==> src/rtl/ctrl_transfer_handler_pkg.sv <==
// Shared definitions for the control-transfer handler: next-PC select codes and FSM states.
package ctrl_transfer_handler_pkg;

   localparam logic [1:0] NPC_SEQ = 2'b00;
   localparam logic [1:0] NPC_TAG = 2'b01;
   localparam logic [1:0] NPC_ALU = 2'b10;

   typedef enum logic [1:0] {
      RST_HOLD = 2'd0,
      BOOT     = 2'd1,
      RUN      = 2'd2
   } ctu_state_e;

endpackage

==> src/rtl/ctu_reset_seq.sv <==
// Reset-release sequencer: holds the front end for RESET_HOLD cycles, then one BOOT cycle,
// then RUN.
module ctu_reset_seq
   import ctrl_transfer_handler_pkg::*;
#(
   parameter int unsigned RESET_HOLD = 2
) (
   input  logic clk,
   input  logic R_n,
   output logic hold,
   output logic boot,
   output logic run
);

   localparam int unsigned CW = $clog2(RESET_HOLD + 1);
   localparam logic [CW-1:0] CNT_INIT = CW'(RESET_HOLD - 1);

   ctu_state_e    state_q, state_d;
   logic [CW-1:0] cnt_q, cnt_d;

   always_ff @(posedge clk or negedge R_n) begin
      if (!R_n) begin
         state_q <= RST_HOLD;
         cnt_q   <= CNT_INIT;
      end else begin
         state_q <= state_d;
         cnt_q   <= cnt_d;
      end
   end

   always_comb begin
      state_d = state_q;
      cnt_d   = cnt_q;
      hold    = 1'b0;
      boot    = 1'b0;
      run     = 1'b0;
      unique case (state_q)
         RST_HOLD: begin
            hold = 1'b1;
            if (cnt_q == '0) state_d = BOOT;
            else             cnt_d   = cnt_q - 1'b1;
         end
         BOOT: begin
            boot    = 1'b1;
            state_d = RUN;
         end
         RUN: run = 1'b1;
         default: state_d = RST_HOLD;
      endcase
   end

endmodule

==> src/rtl/ctrl_transfer_handler.sv <==
// Control-transfer handler: next-PC select, PC load enable, front-end flush and delay-slot
// annul, with stall-time capture of redirects.
module ctrl_transfer_handler
   import ctrl_transfer_handler_pkg::*;
#(
   parameter int unsigned FLUSH_STAGES = 1,
   parameter int unsigned RESET_HOLD   = 2,
   parameter bit          DELAY_SLOT   = 1'b1
) (
   input  logic                    clk,
   input  logic                    R_n,
   input  logic                    BR,
   input  logic                    BI,
   input  logic                    BA,
   input  logic                    CALL,
   input  logic                    J,
   input  logic                    J_L,
   input  logic                    a_bit,
   input  logic                    stall,
   output logic [1:0]              nPC_sel,
   output logic                    PC_LE,
   output logic [FLUSH_STAGES-1:0] flush,
   output logic                    annul_ds,
   output logic                    busy
);

   logic hold, boot, run;

   ctu_reset_seq #(
      .RESET_HOLD(RESET_HOLD)
   ) u_reset_seq (
      .clk (clk),
      .R_n (R_n),
      .hold(hold),
      .boot(boot),
      .run (run)
   );

   logic [1:0] cur_sel;
   logic       cur_annul, cur_valid;
   logic [1:0] pend_sel_q, pend_sel_d;
   logic       pend_annul_q, pend_annul_d;
   logic       pend_valid_q, pend_valid_d;
   logic [1:0] iss_sel;
   logic       iss_annul;

   // Annul applies to untaken conditional branches and to branch-always with a=1.
   assign cur_annul = BR & a_bit & (~BI | BA);
   assign cur_sel   = (BI | CALL) ? NPC_TAG : ((J | J_L) ? NPC_ALU : NPC_SEQ);
   assign cur_valid = (cur_sel != NPC_SEQ) | cur_annul;

   always_ff @(posedge clk or negedge R_n) begin
      if (!R_n) begin
         pend_sel_q   <= NPC_SEQ;
         pend_annul_q <= 1'b0;
         pend_valid_q <= 1'b0;
      end else begin
         pend_sel_q   <= pend_sel_d;
         pend_annul_q <= pend_annul_d;
         pend_valid_q <= pend_valid_d;
      end
   end

   always_comb begin
      pend_sel_d   = pend_sel_q;
      pend_annul_d = pend_annul_q;
      pend_valid_d = pend_valid_q;
      iss_sel      = NPC_SEQ;
      iss_annul    = 1'b0;
      nPC_sel      = NPC_SEQ;
      PC_LE        = boot;
      flush        = '1;
      annul_ds     = 1'b0;
      busy         = hold | boot;
      if (run) begin
         flush = '0;
         if (stall) begin
            if (cur_valid) begin
               pend_sel_d   = cur_sel;
               pend_annul_d = cur_annul;
               pend_valid_d = 1'b1;
            end
         end else begin
            PC_LE        = 1'b1;
            pend_valid_d = 1'b0;
            // A fresh request in decode wins over one parked during the stall.
            if (cur_valid) begin
               iss_sel   = cur_sel;
               iss_annul = cur_annul;
            end else if (pend_valid_q) begin
               iss_sel   = pend_sel_q;
               iss_annul = pend_annul_q;
            end
            nPC_sel = iss_sel;
            if (DELAY_SLOT) begin
               flush[0] = iss_annul;
               annul_ds = iss_annul;
            end else begin
               flush[0] = (iss_sel != NPC_SEQ);
            end
         end
      end
   end

endmodule

==> config.mk <==
export PLATFORM = sky130hd
export DESIGN_NAME = ctrl_transfer_handler
export DESIGN_NICKNAME = d
export VERILOG_FILES = /design/src/rtl/ctrl_transfer_handler_pkg.sv /design/src/rtl/ctu_reset_seq.sv /design/src/rtl/ctrl_transfer_handler.sv
export SDC_FILE = /design/constraint.sdc
export NUM_CORES = 1
export LEC_CHECK = 0
export CORE_AREA = 2 2 39 41
export CTS_CLUSTER_DIAMETER = 100
export DETAILED_ROUTE_END_ITERATION = 10
export DIE_AREA = 0 0 41 43
export PLACE_DENSITY_LB_ADDON = 0.2
export SYNTH_ARGS = -nofsm -noshare
export SYNTH_HDL_FRONTEND = slang
export SYNTH_HIERARCHICAL = 1
export SYNTH_SLANG_ARGS = --single-unit
==> constraint.sdc <==
create_clock -name clk -period 2.1 [get_ports clk]
set_input_delay 0.315 -clock clk [delete_from_list [all_inputs] [get_ports clk]]
set_output_delay 0.315 -clock clk [all_outputs]
set_load 0.1 [all_outputs]
==> impl_metrics.py <==
metrics = {
    "setup_path": {
        "worst_setup_path_end_kind": "primary output",
        "required_ps": 1780,
        "critPathKind": "input pin to primary output",
        "critical_path.max_fanout": 3,
        "worstPathArrival_ps": 1730,
        "cp_slowest_stage_delay_ps": 520,
        "cp-start-kind": "input pin",
        "critPathSlowestCell": "clkdlybuf4s50_1",
        "crit_chain": "clkdlybuf4s50_1, nor2b_4, o211ai_2, a2111oi_4, buf_12",
    },
    "drt": {
        "drc": 0,
        "drtIter0Drc": 3,
        "via_count": 441,
        "routed_wl_um": 995,
        "vias_per_cell": 5.128,
        "dr.pass1.iters": 4,
        "antenna_left": 0,
        "wl_per_cell_um": 11.57,
    },
    "global_routing": {
        "busiest_layer": "met2",
        "gr-usage-met3": 0.02094,
        "grt_remaining_overflow": 0,
        "grt_max_degree": 9,
        "grtUsageMet1": 0.1751,
        "grt_usage": 0.1354,
        "grt_pass1_wl_um": 1628,
        "antenna_found_initial": 0,
        "grt_pass1_vias": 416,
        "grt_util_met2": 0.2031,
    },
    "power": {
        "power_frac_clock": 0.310,
        "p_sw_mw": 0.1236,
        "intPower_mw": 0.2826,
        "power_frac_comb": 0.281,
        "peakVddDrop_uv": 330.9,
        "seqPwrFrac": 0.409,
        "p_leak_nw": 0.3004,
        "p_sw_frac": 0.3042,
        "powerDensity_mw_per_mm2": 519.4,
    },
    "timing": {
        "fin_skew_ps": 3.277,
        "relSlewSlack": 0.7651,
        "rsz0062_at_grt": "false",
        "worst_slew_pin_slew_ps": 351.2,
        "period_share": 0.9733,
        "setup_viol": 0,
        "fmax_ghz": 0.4893,
        "finalMaxSlewViolations": 0,
        "final_hold_viol_count": 0,
        "period_needed_ps": 2044,
    },
    "clock_network": {
        "tritoncts": "done",
        "postCtsHoldBufs": 0,
        "clk_pin_slew_ps": 60,
        "cts_root_buffer": "clkbuf_4",
        "worstSkewPairLatency_ps": 250,
        "postCtsSetupRepairBufs": 0,
        "cts.sinks": 8,
        "cts.path.max_buffers": 2,
        "htree_levels": 1,
        "cts_buffers": 3,
    },
    "placed_design": {
        "place_area_um2": 749.5,
        "dp.cells": 82,
        "hpwlAfterDp_um": 821.8,
        "place_congestion": 0.6523,
        "port_buffers": 15,
    },
    "floorplan": {
        "fp.dieW_um": 41,
        "die_y_um": 43,
        "rows": 14,
        "initial_utilization": 0.3445,
        "io_pins": 16,
        "dieArea_mm2": 0.001763,
        "fp.coreArea_mm2": 0.001384,
    },
    "cells_and_area": {
        "fin_cells": 86,
        "regArea_um2": 201.4,
        "area_growth_pct": 64.04,
        "layout_commonest_cell": "clkdlybuf4s50_1",
        "postLayoutCellArea_um2": 782.0,
        "mostFrequentLayoutCells": "clkdlybuf4s50_1 (9), dfrtp_1 (7), buf_12 (6), nor2_1 (4), o21ai_0 (4)",
        "drive_gt1_frac": 0.3143,
        "diodes": 0,
        "nets": 82,
        "nFillCells": 128,
        "multi_input_area_um2": 290.3,
    },
    "synthesis": {
        "ys_types": 30,
        "synth_fp_nets": 59,
        "yosysWarningCount": 6,
        "ys_ff_latch": 8,
        "ys_seq_area_frac": 0.4226,
        "syn_avg_cell_area_um2": 9.931,
        "synth_ff_type": "dfrtp_1",
        "syn_inst": 48,
        "async_flop_share": 1.000,
        "synth_area_um2": 476.7,
        "synth_edf_count": 0,
    },
    "hold_path": {
        "hp-class": "input pin to async pin",
    },
    "job": {
        "maxCapViolCount": 0,
    },
    "outcome": {
        "outcome": "finished clean",
    },
}
power groups by stage:
| stage | sequential (mW) | clock (mW) | combinational (mW) |
|---|---|---|---|
| after floorplan | 0.167 | 0 | 0.0600 |
| after CTS | 0.166 | 0.132 | 0.114 |
| after global routing | 0.166 | 0.140 | 0.120 |
| final | 0.166 | 0.126 | 0.114 |
| after global placement | 0.168 | 0 | 0.113 |
| after detailed placement | 0.168 | 0 | 0.114 |
worst max-delay path, delay by kind of cell:
family                 cells  cell delay (ps)
buffers and inverters      2              740
AND/OR/NAND/NOR            1              190
AO/OA/AOI/OAI              2              490
kinds of logic after synthesis:
| kind of cell | share of synthesized area |
|---|---|
| xor gates and xnor gates | 0.01838 |
| DFF | 0.4226 |
| buffers and inverters | 0.02362 |
| AOI/OAI and AO/OA | 0.2205 |
| adders and majority gates | 0.02624 |
| and+or+nand+nor | 0.2678 |
| muxes | 0.02100 |
area by class of cell:
cell class,count,share of cell area
multi-input combinational,37,0.3712
clock buffer,4,0.03360
sequential,8,0.2576
timing repair buffer,18,0.2976
tap,16,0.02560
inverter,3,0.01440
timing repair:
action | in CTS | in global routing
endpoints found under the hold margin | 0 | 0
gates resized for setup | 0 | 1
setup endpoints to repair | 0 | 2
path summary, 6_finish.rpt:
path,depth (start not counted),startpoint,slack [ps],end
worst max register to register,4,u_reset_seq/state_q[1]$_DFFE_PN0P_,850,pend_valid_q$_DFFE_PN0P_
max in group asynchronous,1,R_n,1470,u_reset_seq/cnt_q[0]$_DFFE_PN1P_
min in group clk,2,u_reset_seq/cnt_q[0]$_DFFE_PN1P_,510,u_reset_seq/cnt_q[0]$_DFFE_PN1P_
worst max-delay path,5,BI,60,nPC_sel[1]
worst min-delay path,1,R_n,330,u_reset_seq/state_q[0]$_DFFE_PN0P_
worst min register to register,2,u_reset_seq/cnt_q[0]$_DFFE_PN1P_,510,u_reset_seq/cnt_q[0]$_DFFE_PN1P_
routing by layer:
metal | routed length, µm | vias up
met1 | 436 | 205
met3 | 71 | 2
met2 | 466 | 14
met5 | 0 | -
li1 | - | 220
met4 | 20 | 0
cell usage after synthesis (2+ instances only):
| cell type | number | area share |
|---|---|---|
| dfrtp_1 | 7 | 0.37 |
| nor2_1 | 4 | 0.031 |
| o21ai_0 | 4 | 0.042 |
| inv_1 | 3 | 0.024 |
| a21oi_1 | 2 | 0.021 |
| nand2_1 | 2 | 0.016 |
| nand2b_1 | 2 | 0.026 |
| o211ai_1 | 2 | 0.031 |
stage by stage:
stage	total power, mW	worst slack (ps)	TNS, ps	utilization	hold slack, ps
floorplan	0.2273	-360.8	-457.2	-	19.41
global placement	0.2815	-5.702	-5.702	0.5416	493.2
detailed placement	0.2826	15.57	0	0.5416	496.5
CTS	0.4124	8.581	0	0.5606	340.3
global route	0.4264	2.857	0	0.5651	353.4
finish	0.4062	56.14	0	0.5651	332.1
sequential cells by signal, summed over array words and instances, names as in the netlist:
register	count
pend_annul_q	1
u_reset_seq/cnt_q	2
u_reset_seq/state_q	2
pend_valid_q	1
pend_sel_q	2
Note: power is estimated with default switching activity, not from simulation.
